[src/rtl/fifo8x9_ctrl.sv]
// Sequencing controller for the 8x9 FIFO datapath.
// Occupancy tracking, access gating, sticky error flags.
module fifo8x9_ctrl #(
  parameter int DEPTH     = 8,
  parameter int AFULL_LVL = 6
) (
  input  logic       clk,
  input  logic       rst_n,
  input  logic       wr_req,
  input  logic       rd_req,
  input  logic       flush,
  output logic       wr_ack,
  output logic       rd_ack,
  output logic       wren,
  output logic       WrInc,
  output logic       rden,
  output logic       RdInc,
  output logic       WrPtrClr,
  output logic       RdPtrClr,
  output logic [3:0] count,
  output logic       full,
  output logic       empty,
  output logic       almost_full,
  output logic       overflow,
  output logic       underflow
);

  typedef enum logic [1:0] {
    INIT,
    RUN,
    FLUSH
  } state_t;

  state_t     state;
  logic [3:0] cnt;
  logic       run;
  logic       wr_ok;
  logic       rd_ok;
  logic       ovf;
  logic       unf;

  assign run         = (state == RUN);
  assign count       = cnt;
  assign full        = (cnt == 4'(DEPTH));
  assign empty       = (cnt == 4'd0);
  assign almost_full = (cnt >= 4'(AFULL_LVL));
  assign overflow    = ovf;
  assign underflow   = unf;

  // No empty bypass; a full FIFO accepts a write only alongside a read
  assign rd_ok  = !empty;
  assign rd_ack = run & rd_req & rd_ok & !flush;
  assign wr_ok  = !full | rd_ack;
  assign wr_ack = run & wr_req & wr_ok & !flush;

  assign wren     = wr_ack;
  assign WrInc    = wr_ack;
  assign rden     = rd_ack;
  assign RdInc    = rd_ack;
  assign WrPtrClr = !run;
  assign RdPtrClr = !run;

  always_ff @(posedge clk or negedge rst_n) begin
    if (!rst_n) begin
      state <= INIT;
      cnt   <= 4'd0;
      ovf   <= 1'b0;
      unf   <= 1'b0;
    end else begin
      unique case (state)
        INIT: begin
          state <= RUN;
        end
        RUN: begin
          if (flush)
            state <= FLUSH;
          if (wr_ack & !rd_ack)
            cnt <= cnt + 4'd1;
          else if (rd_ack & !wr_ack)
            cnt <= cnt - 4'd1;
          if (wr_req & !wr_ok & !flush)
            ovf <= 1'b1;
          if (rd_req & !rd_ok & !flush)
            unf <= 1'b1;
        end
        FLUSH: begin
          cnt   <= 4'd0;
          ovf   <= 1'b0;
          unf   <= 1'b0;
          state <= flush ? FLUSH : RUN;
        end
        default: begin
          state <= INIT;
        end
      endcase
    end
  end

endmodule

[config.mk]
export PLATFORM = sky130hd
export DESIGN_NAME = fifo8x9_ctrl
export DESIGN_NICKNAME = d
export VERILOG_FILES = /design/src/rtl/fifo8x9_ctrl.sv
export SDC_FILE = /design/constraint.sdc
export NUM_CORES = 1
export LEC_CHECK = 0
export CORE_MARGIN = 4
export CORE_UTILIZATION = 35
export CTS_BUF_LIST = sky130_fd_sc_hd__clkbuf_2 sky130_fd_sc_hd__clkbuf_4 sky130_fd_sc_hd__clkbuf_8
export DETAILED_ROUTE_END_ITERATION = 10
export GPL_TIMING_DRIVEN = 0
export PLACE_DENSITY = 0.73
export SETUP_SLACK_MARGIN = 0.2
export SYNTH_ARGS = -nofsm -noshare
export SYNTH_HDL_FRONTEND = slang
export SYNTH_SLANG_ARGS = --single-unit
[constraint.sdc]
create_clock -name clk -period 3.4 [get_ports clk]
set_input_delay 0.51 -clock clk [delete_from_list [all_inputs] [get_ports clk]]
set_output_delay 0.51 -clock clk [all_outputs]
set_load 0.02 [all_outputs]
==> impl_metrics.yaml, run 1 <==
setup_path:
  startpoint_type: "register"
  cp_slowest_cell: "clkdlybuf4s50_1"
  worstSetupEndpointType: "primary output"
  crit_chain: "inv_1 -> ha_1 -> clkbuf_2 -> inv_1 -> nor2_1 -> and3_1 -> buf_4 -> clkdlybuf4s50_1"
  crit_type: "reg2out"
  slowest_delay_ps: 590
  cp_top_family: "buffers and inverters"
  worstReg2RegEnd: "count[3]$_DFFE_PN0P_"
  crit_top_cell: "inv_1"
  reg2reg_slack_ps: 710
  reg2regPathDepth: 11
  cp.required_ps: 2890
  r2r-start: "state[1]$_DFFE_PN0P_"
  crit_start: "state[1]$_DFFE_PN0P_"
  critical_path_buf_inv_count: 5
  arrival_ps: 2400
  worst-path-max-fanout: 9
finish:
  final_nets: 119
  syn_to_final_growth_pct: 35.9
  final_area_um2: 1010
  drive_gt1_share_pct: 18.1
  fin_cells: 132
  diodes: 0
yosys:
  synth_edf_count: 0
  yosysWarnings: 0
  synth_commonest_cells: "dfrtp_1 (8), inv_1 (8), ha_1 (6)"
  syn_area_per_cell_um2: 9.21
  syn_area_um2: 746
  synthArstFlopShare_pct: 100
  synthTopCellsByArea: "dfrtp_1 (27%), ha_1 (10%), buf_4 (5.0%)"
  ys_types: 41
  syn-num-nets: 93
  ys_seq_elements: 8
  seq_area_frac_synth_pct: 26.8
  ys.flop_type: "dfrtp_1"
  synth_area_leader_cell: "dfrtp_1"
  netlist_instances: 81
  synth_top_area_share_pct: 26.8
pwr:
  power_mw: 1.02
  switching_share_pct: 47.2
  p_leak_nw: 0.424
  vdd_ir_drop_max_uv: 351
  power.internal_mw: 0.536
  pwr-share-seq_pct: 19.8
  pwr-share-comb_pct: 72.9
  power.density_nw_per_um2: 1000
  switchingPower_mw: 0.480
  pwr-share-clk_pct: 7.2
cts:
  clock_latency_ps: 250
  numCtsBuffers: 3
  cts_root_buf: "clkbuf_4"
  htreeDepth: 1
  clkTransAtPathRegs_ps: 50
  cts.repair.resized: 0
  numClockSinks: 8
  clockBufferDepth: 2
  cts_setup_buffers: 0
  cts_tree: "built"
  cts_hold_buf: 0
sta:
  finalSetupTns_ps: 0
  tightest_slew_ps: 560
  max_freq_mhz: 343
  final-hold-violation-count: 0
  fin_crit_ps: 2910
  maxSlewViolCount: 0
  timing.final.crit_share_pct: 85.7
  maxSlewHeadroom_pct: 62.2
  finalSetupViolCount: 0
  rsz0062_at_grt: "false"
  hold_ws_ps: 536
  finClkSkew_ps: 1.11
run_status:
  status: "finished, final reports clean"
grt:
  grt_first_pass_wirelength_um: 2880
  grt_pass1_vias: 651
  grt_max_degree: 10
  overflow: 0
  antenna_found_initial: 0
  track_usage_pct: 13.4
drt:
  drt-total-wl_um: 1730
  vias_per_cell: 5.23
  via_count: 690
  drt_iter0_markers: 8
  ant_nets: 0
  wl_per_cell_um: 13.1
  dr.pass1.iters: 4
  remaining_drc_errors: 0
place:
  hpwlAfterDp_um: 1310
  dpl_cell_area_um2: 990
  port_buffers: 21
  placedCellCount: 129
  gp_congestion: 0.706
floorplanning:
  die-area_um2: 2930
  fp.dieH_um: 54.2
  rows: 16
  die_w_um: 54.2
  io_pins: 22
  initial_core_util_pct: 37.2
  core_region_area_um2: 2000
flow_run:
  max_cap_violations: 0
hold_path:
  hold_path.class: "in2async"
## flip-flops by register name, summed over array words and instances, names as in the netlist
signal and flops:
count 4, state 2, overflow 1, underflow 1
## power groups by stage
stage / clock (mW) / combinational (mW) / sequential (mW)
3_3_place_gp: 0 / 0.712 / 0.199
2_1_floorplan: 0 / 0.476 / 0.225
3_5_place_dp: 0 / 0.736 / 0.202
6_report: 0.0734 / 0.741 / 0.201
5_1_grt: 0.0811 / 0.817 / 0.209
4_1_cts: 0.0760 / 0.739 / 0.201
## how the worst max path moves through the flow
| stage | to | slack [ps] | depth (start not counted) |
|---|---|---|---|
| after global routing | rd_ack | 340 | 8 |
| after global placement | count[3]$_DFFE_PN0P_ | 500 | 9 |
| after floorplan | count[3]$_DFFE_PN0P_ | 490 | 9 |
| after CTS | rd_ack | 330 | 8 |
| after detailed placement | count[3]$_DFFE_PN0P_ | 490 | 9 |
| final | rd_ack | 490 | 8 |
## area by class of cell
type | instances | area (µm²)
fill | 190 | 988
multi-input combinational | 57 | 459
timing repair buffer | 21 | 210
sequential | 8 | 200
buffer | 8 | 57.6
tap | 27 | 33.8
inverter | 8 | 30.0
clock buffer | 3 | 22.5
## layer usage
| metal | track usage (%) | routed length [µm] |
|---|---|---|
| met1 | 16.5 | 787 |
| met2 | 22.7 | 833 |
| met3 | 2.77 | 89 |
| met4 | 4.98 | 17 |
| met5 | 0 | 0 |
## through the flow
step | worst slack, ps | utilization, %
final | 485 | 50.6
after global routing | 340 | 50.6
after CTS | 332 | 50.6
after detailed placement | 494 | 49.4
after global placement | 505 | 49.4
after floorplan | 494 | -
## cells in the final DEF, fill, tap and decap left out, types with 2 or more instances in the layout
master | synthesis | layout
clkdlybuf4s50_1 | 0 | 21
inv_1 | 8 | 8
dfrtp_1 | 8 | 8
ha_1 | 6 | 6
o21ai_0 | 5 | 5
buf_4 | 5 | 5
nor2_1 | 3 | 3
nand2_1 | 3 | 3
a21oi_1 | 3 | 3
a31oi_1 | 3 | 3
clkbuf_4 | 0 | 3
a21o_1 | 2 | 2
mux2i_1 | 2 | 2
nand3_1 | 2 | 2
o311ai_2 | 2 | 2
## kinds of logic after synthesis
| logic type | synth area share (%) |
|---|---|
| flip-flops | 26.8 |
| AND/OR/NAND/NOR | 15.8 |
| multiplexers | 2.68 |
| XOR/XNOR | 2.35 |
| buffers and inverters | 11.6 |
| AO/OA/AOI/OAI | 28.0 |
| adder cells (fa/ha/maj) | 12.8 |
No activity file was read; power rests on OpenSTA's default activity.
==> run 2: changes to the inputs <==
==> constraint.sdc (replaced) <==
create_clock -name clk -period 3.4 [get_ports clk]
set_input_delay 0.68 -clock clk [delete_from_list [all_inputs] [get_ports clk]]
set_output_delay 0.68 -clock clk [all_outputs]
set_load 0.02 [all_outputs]
==> run 2 against run 1 <==
Clock skew up 0.91 ps. Clock power about the same. Combinational power about the same. Sequential share of layout area down 0.097 points. Setup slack worse by 140 ps. Core utilization up 0.25 points. Maximum frequency down 4.7%.
==> impl_metrics.yaml, run 2 (same netlist as run 1, synthesis figures left out) <==
run_status:
  status: "finished, final reports clean"
floorplanning:
  io_pins: 22
  die_w_um: 54.2
  initial_core_util_pct: 37.2
  die-area_um2: 2930
  core_region_area_um2: 2000
  rows: 16
  fp.dieH_um: 54.2
setup_path:
  worst-path-max-fanout: 9
  cp_slowest_cell: "nor4b_1"
  worstReg2RegEnd: "count[3]$_DFFE_PN0P_"
  cp_top_family: "simple AND/OR/NAND/NOR gates"
  crit_end: "wr_ack"
  cp.required_ps: 2720
  worstSetupEndpointType: "primary output"
  critical_path_buf_inv_count: 3
  crit_chain: "buf_6 -> nor4b_1 -> nor2b_1 -> nor2_1 -> buf_4 -> clkdlybuf4s50_1"
  crit_start: "count[0]$_DFFE_PN0P_"
  arrival_ps: 2380
  slowest_delay_ps: 530
  worst-path-stages: 6
  r2r-start: "state[1]$_DFFE_PN0P_"
  reg2regPathDepth: 11
  startpoint_type: "register"
  reg2reg_slack_ps: 720
  crit_type: "reg2out"
cts:
  numClockSinks: 8
  clock_latency_ps: 250
  cts_setup_buffers: 0
  numCtsBuffers: 3
  clkTransAtPathRegs_ps: 60
  htreeDepth: 1
  cts_root_buf: "clkbuf_4"
  cts_tree: "built"
  clockBufferDepth: 2
place:
  placedCellCount: 129
  gp_congestion: 0.706
  hpwlAfterDp_um: 1310
  port_buffers: 21
drt:
  vias_per_cell: 5.30
  wl_per_cell_um: 13.0
  ant_nets: 0
  via_count: 699
  drt-total-wl_um: 1720
  remaining_drc_errors: 0
  dr.pass1.iters: 4
  drt_iter0_markers: 6
pwr:
  pwr-share-clk_pct: 7.2
  vdd_ir_drop_max_uv: 350
  pwr-share-seq_pct: 19.7
  switchingPower_mw: 0.481
  pwr-share-comb_pct: 73.1
  power.internal_mw: 0.536
  p_leak_nw: 0.441
  power.density_nw_per_um2: 998
  switching_share_pct: 47.3
sta:
  fin_crit_ps: 3060
  finClkSkew_ps: 2.02
  maxSlewViolCount: 0
  finalSetupViolCount: 0
  rsz0062_at_grt: "false"
  finalSetupTns_ps: 0
  max_freq_mhz: 327
  tightest_slew_ps: 562
  timing.final.crit_share_pct: 89.9
  maxSlewHeadroom_pct: 62.0
  final-hold-violation-count: 0
grt:
  track_usage_pct: 13.4
  grt.met2_usage_pct: 22.7
  grt_pass1_vias: 651
  grt_max_degree: 10
  top_usage_layer: "met2"
  met1_usage_pct: 16.5
  grt_first_pass_wirelength_um: 2880
  use_met3_pct: 2.77
  antenna_found_initial: 0
  overflow: 0
hold_path:
  hold_path.class: "reg2reg"
finish:
  num-fill-cells: 187
  drive_gt1_share_pct: 19.0
  fin_cells: 132
  syn_to_final_growth_pct: 36.6
  diodes: 0
  multiInputGateArea_um2: 462
  seq_area_um2: 200
  utilization_pct: 50.9
  layout_common_cells: "clkdlybuf4s50_1 (20), inv_1 (8), dfrtp_1 (8)"
  final_nets: 119
  final_common_cell: "clkdlybuf4s50_1"
  largest_reg_flops: 4
flow_run:
  max_cap_violations: 0
[run 2: power groups by stage]
stage,sequential [mW],combinational [mW],clock (mW)
after global routing,0.209,0.817,0.0811
after detailed placement,0.202,0.736,0
after CTS,0.201,0.741,0.0760
final,0.200,0.743,0.0731
after global placement,0.199,0.712,0
after floorplan,0.225,0.476,0
[run 2: final cells by class]
cell class / instances / area share (%)
inverter: 8 / 2.95
multi-input combinational: 57 / 45.3
timing repair buffer: 21 / 20.9
buffer: 8 / 5.65
sequential: 8 / 19.7
clock buffer: 3 / 2.21
tap: 27 / 3.32
[run 2: worst min-delay path by stage]
stage,start,end,slack (ps),cells after the start
final,underflow$_DFFE_PN0P_,underflow$_DFFE_PN0P_,570,2
after global routing,underflow$_DFFE_PN0P_,underflow$_DFFE_PN0P_,600,2
after CTS,underflow$_DFFE_PN0P_,underflow$_DFFE_PN0P_,560,2
after detailed placement,underflow$_DFFE_PN0P_,underflow$_DFFE_PN0P_,550,2
after global placement,underflow$_DFFE_PN0P_,underflow$_DFFE_PN0P_,530,2
after floorplan,rst_n,count[0]$_DFFE_PN0P_,380,0
[run 2: timing repair]
item	in CTS	in global routing
hold buffers	0	0
setup endpoints to repair	2	2
resized for setup	1	2
[run 2: metrics by stage]
step	power (mW)	setup WS [ps]	instance area, µm²	hold slack, ps
after floorplan	0.702	494	746	384
after global placement	0.911	335	990	528
after detailed placement	0.939	324	990	552
after CTS	1.02	323	1010	564
after global routing	1.11	227	1020	598
final	1.02	342	1020	567
[run 2: tightest hold or removal path: stages (launching register included)]
cell      delay, ps
dfrtp_1         370
o211ai_1        100
o21ai_0          60
[run 2: layer usage]
metal,routed length (µm),vias to the layer above,share of wire (%)
met5,0,-,0
met3,102,4,5.9
met1,780,330,45
met2,812,22,47
li1,-,343,-
met4,21,0,1.2
==> variant 1 (settings of run 1) <==
The 3 states of `state_t` get a one-hot encoding in 3 bits.
--- a/src/rtl/fifo8x9_ctrl.sv
+++ b/src/rtl/fifo8x9_ctrl.sv
@@ -25,10 +25,10 @@
   output logic       underflow
 );
 
-  typedef enum logic [1:0] {
-    INIT,
-    RUN,
-    FLUSH
+  typedef enum logic [2:0] {
+    INIT  = 3'b001,
+    RUN   = 3'b010,
+    FLUSH = 3'b100
   } state_t;
 
   state_t     state;
Behaviour: no difference found for any inputs over 10 cycles, from zero or initial values and one cycle with rst_n low; not proved beyond that.
==> variant 1 against run 1 <==
- wire length is 20% lower
- power is 26% lower
- register-to-register slack better by 0.31 ns
- cell area is 9.9% lower
- global-route usage is 0.66 points lower
- setup slack worse by 0.043 ns
- synthesized area is 14% lower
- clock power is 25% higher
- sequential cell count is 1 higher
- sequential share of layout area is 5.0 points higher
- critical endpoint is now wr_ack
==> variant 1: results (changes against run 1) <==
| Step | Parameter | This run | Change |
| --- | --- | --- | --- |
| cells and area | Filler instances | 168 | -12% |
| timing | Slew @ Worst Pin | 0.548 ns | -0.0120 ns |
| clock tree | Insertion delay to the later sink of the worst-skew pair | 0.27 ns | +0.02 ns |
| clock tree | Clock transition at the registers of the reported paths | 0.06 ns |  |
| worst setup path | CP Max Fanout | 5 | -4 |
| logic synthesis | Share of cell area taken by muxes after synthesis | 3.12% | +0.43 points |
| logic synthesis | Post-Synth Adder-Cell Area | 7.02% | -5.7 points |
| grt | GR met3 Demand/Resource | 3.50% | +0.73 points |
| power and ir drop | Peak supply drop | 0.503 mV | +43% |
| logic synthesis | Proportion of synthesized chip area in sequential cells | 35.3% | +8.4 points |
| route | Vias per cell | 5.02 | -4.0% |
| route | Starting DRC count in detailed routing | 5 | -3 |
| grt | Overall global routing resource usage | 12.7% | -0.66 points |
| grt | Global-route met2 utilization | 20.4% | -2.3 points |
| grt | Wire length of the first global-routing pass | 2460 µm | -15% |
| logic synthesis | Most area-consuming cells after synthesis | sky130_fd_sc_hd__dfrtp_1 31%, sky130_fd_sc_hd__buf_4 5.8%, sky130_fd_sc_hd__dfstp_2 4.1%, sky130_fd_sc_hd__nor2_1 4.1%, sky130_fd_sc_hd__ha_1 3.9% |  |
| logic synthesis | Post-synthesis compound-gate area fraction | 16.2% | -12 points |
| worst setup path | Internal reg-to-reg setup slack | 1.02 ns | +0.31 ns |
| grt | Global-route met1 utilization | 14.4% | -2.1 points |
| outcome | Run status | finished clean |  |
| placed design | Weighted congestion at the end of routability-driven global placement | 0.780 | +10% |
| cells and area | Layout cells sized above 1 | 18.9% | +0.79 points |
| logic synthesis | Distinct cell type count after synthesis | 31 | -24% |
| logic synthesis | Share of synthesized flip-flops with an asynchronous set or reset | 100% | unchanged |
| worst setup path | Worst endpoint data arrival time | 2.45 ns | +0.05 ns |
| logic synthesis | Synth Area in XOR/XNOR | 2.73% | +0.38 points |
| route | Total routed wirelength | 1380 µm | -20% |
| power and ir drop | Leak Pwr | 0.400 nW | -5.7% |
| timing | Worst hold-check slack | 0.508 ns | -0.0281 ns |
| clock tree | Post-CTS sizing | 0 | unchanged |
| timing | Final clock skew | 0.00511 ns | +0.00400 ns |
| worst hold path | Hold Path Class | flop to flop |  |
| logic synthesis | Top post-synthesis cells by count | 8 x sky130_fd_sc_hd__dfrtp_1, 7 x sky130_fd_sc_hd__nor2_1, 6 x sky130_fd_sc_hd__nand2_1 |  |
| logic synthesis | Number of nets in the synthesized netlist | 73 | -22% |
[variant 1: path summary, 6_finish.rpt]
| check | start | endpoint | depth (start not counted) |
|---|---|---|---|
| worst max-delay path | flush | wr_ack | 6 |
| worst max register to register | count[1]$_DFFE_PN0P_ | count[3]$_DFFE_PN0P_ | 8 |
| worst min-delay path | underflow$_DFFE_PN0P_ | underflow$_DFFE_PN0P_ | 2 |
| max in group asynchronous | rst_n | state[0]$_DFFE_PN1P_ | 1 |
| min in group asynchronous | rst_n | underflow$_DFFE_PN0P_ | 1 |
| worst min register to register | underflow$_DFFE_PN0P_ | underflow$_DFFE_PN0P_ | 2 |
[variant 1: routing by layer]
layer	routed length, µm	up-vias	part of all wire (%)
met5	0	-	0
met4	48	0	3.5
met3	91	5	6.6
met2	636	20	46
met1	599	281	44
li1	-	271	-
[variant 1: area by class of cell]
class,instances,share of cell area [%]
plain buffers,5,4.11
clock buffers,4,3.29
inverters,5,2.05
multi-input cells,46,39.3
flip-flops and latches,9,24.8
well taps,25,3.42
repair buffers,21,23.0
[variant 1: kinds of logic after synthesis]
kind of cell,after synthesis
xor gates and xnor gates,2
DFF,9
buffers and inverters,10
muxes,2
AOI/OAI and AO/OA,14
and+or+nand+nor,25
adders and majority gates,3
[variant 1: per-stage QoR]
step	total power, mW	instances	cell area [µm²]	setup slack (ns)	util, %
2_1_floorplan	0.493	65	642	0.845	-
3_3_place_gp	0.652	111	883	0.467	51.2
3_5_place_dp	0.670	111	883	0.422	51.2
4_1_cts	0.765	115	913	0.422	52.9
5_1_grt	0.814	115	913	0.295	52.9
6_report	0.756	115	913	0.442	52.9
[variant 1: power breakdown]
group,switching [mW],total (mW),internal (mW)
logic,0.218,0.439,0.221
clock network,0.0382,0.0915,0.0533
registers,0.0709,0.225,0.154
[variant 1: worst min-delay path: stages, from the launching register on]
cell	delay (ns)
sky130_fd_sc_hd__dfrtp_1	0.35
sky130_fd_sc_hd__a31oi_1	0.05
sky130_fd_sc_hd__nor2_1	0.07
==> variant 2 (settings of run 1) <==
Made on the original files. `AFULL_LVL`: 6 -> 4.
--- a/src/rtl/fifo8x9_ctrl.sv
+++ b/src/rtl/fifo8x9_ctrl.sv
@@ -2,7 +2,7 @@
 // Occupancy tracking, access gating, sticky error flags.
 module fifo8x9_ctrl #(
   parameter int DEPTH     = 8,
-  parameter int AFULL_LVL = 6
+  parameter int AFULL_LVL = 4
 ) (
   input  logic       clk,
   input  logic       rst_n,
Formal check against the unedited RTL: not equivalent (a bounded check fails within 10 cycles, from zero or initial values and one cycle with rst_n low).
==> variant 2 against run 1 <==
- clock skew grew 0.00085 ns
- die area shrank 11%
- synthesized area shrank 12%
- setup slack gained 0.018 ns
- cell area shrank 9.4%
- register-to-register slack lost 0.12 ns
- sequential power grew 4%
- wire length shrank 14%
- sequential cell count is the same
- power shrank 11%
- critical path type unchanged
==> variant 2: results (changes against run 1) <==
| Step | Parameter | This run | Change |
| --- | --- | --- | --- |
| worst hold path | Hold Path Class | flop to flop |  |
| grt | Via count of the first global-routing pass | 596 | -8.4% |
| logic synthesis | Distinct cell type count after synthesis | 29 | -29% |
| cells and area | Layout cells sized above 1 | 14.4% | -3.7 points |
| route | Vias after detailed routing | 617 | -11% |
| logic synthesis | Synth Area per Inst | 8.95 µm² | -2.8% |
| logic synthesis | Number of nets in the synthesized netlist | 85 | -8.6% |
| power and ir drop | Cell-internal power | 0.475 mW | -11% |
| timing | Relative slew slack | 50.5% | -12 points |
| route | Post-detailed-route wirelength per cell | 12.2 µm | -6.8% |
| route | Starting DRC count in detailed routing | 6 | -2 |
| outcome | Run status | finished clean |  |
| logic synthesis | Synth Area in XOR/XNOR | 2.68% | +0.33 points |
| logic synthesis | Post-synthesis compound-gate area fraction | 20.1% | -7.9 points |
| power and ir drop | Peak supply drop | 0.492 mV | +40% |
| worst setup path | Critical path endpoint | wren |  |
| timing | Worst hold-check slack | 0.523 ns | -0.0131 ns |
| cells and area | Ant diodes | 0 | unchanged |
| power and ir drop | Leak Pwr | 0.426 nW | +0.54% |
| logic synthesis | Most area-consuming cells after synthesis | sky130_fd_sc_hd__dfrtp_1 31%, sky130_fd_sc_hd__ha_1 11%, sky130_fd_sc_hd__buf_4 5.7%, sky130_fd_sc_hd__inv_1 5.7%, sky130_fd_sc_hd__fa_1 3.1% |  |
| placed design | Weighted congestion at the end of routability-driven global placement | 0.716 | +1.4% |
| logic synthesis | Ys Warns | 0 | unchanged |
| logic synthesis | Share of cell area taken by muxes after synthesis | 3.07% | +0.38 points |
| cells and area | Filler instances | 170 | -11% |
| placed design | DP Worst Slack | 0.355 ns | -0.139 ns |
| placed design | Cell Area, Placed | 895 µm² | -9.6% |
| route | Total routed wirelength | 1490 µm | -14% |
| logic synthesis | Proportion of synthesized chip area in sequential cells | 30.7% | +3.8 points |
| grt | Wire length of the first global-routing pass | 2620 µm | -8.9% |
| timing | Final min period | 2.90 ns | -0.0185 ns |
| placed design | Placed cell count | 119 | -7.8% |
| logic synthesis | Post-Synth Adder-Cell Area | 14.6% | +1.8 points |
| logic synthesis | Top post-synthesis cells by count | 10 x sky130_fd_sc_hd__inv_1, 8 x sky130_fd_sc_hd__dfrtp_1, 6 x sky130_fd_sc_hd__ha_1 |  |
==> variant 2: cell types whose count changed after synthesis, moves of 2 or more <==
cell / run 1 / this run
sky130_fd_sc_hd__a21o_1: 2 / 0
sky130_fd_sc_hd__a21o_2: 0 / 2
sky130_fd_sc_hd__inv_1: 8 / 10
sky130_fd_sc_hd__nand2_1: 3 / 5
sky130_fd_sc_hd__o21ai_0: 5 / 2
sky130_fd_sc_hd__o311ai_2: 2 / 0
sky130_fd_sc_hd__or4_1: 0 / 2
==> variant 2: critical path, delay by kind of cell, from the launching register on <==
kind / cells / cell delay, ns
fa+ha+maj: 1 / 0.14
flops: 1 / 0.44
simple gates: 3 / 0.54
buf+inv: 4 / 1.02
==> variant 2: power by group through the flow <==
stage | Combinational [mW] | Sequential (mW) | Clock [mW]
after floorplan | 0.373 | 0.231 | 0
after detailed placement | 0.615 | 0.209 | 0
after global routing | 0.683 | 0.221 | 0.0789
after global placement | 0.599 | 0.208 | 0
after CTS | 0.623 | 0.208 | 0.0749
final | 0.616 | 0.209 | 0.0731
==> variant 2: area by class of cell <==
class,count,area [µm²],area share [%]
Multi-Input combinational cell,48,369,40.2
Timing Repair Buffer,21,210,22.9
Sequential cell,8,200,21.8
Buffer,7,47.5,5.18
Inverter,10,37.5,4.09
Tap cell,25,31.3,3.41
Clock buffer,3,22.5,2.45
==> variant 2: timing repair <==
item / CTS / global route
setup endpoints to repair: 0 / 2
hold endpoints to repair: 0 / 0
resized for setup: 0 / 2
hold buffers: 0 / 0
==> variant 2: routing by layer <==
metal	track usage, %	part of all wire, %
met1	15.9	45
met3	5.54	8.4
met2	21.5	46
met5	0	0
met4	5.38	0.81
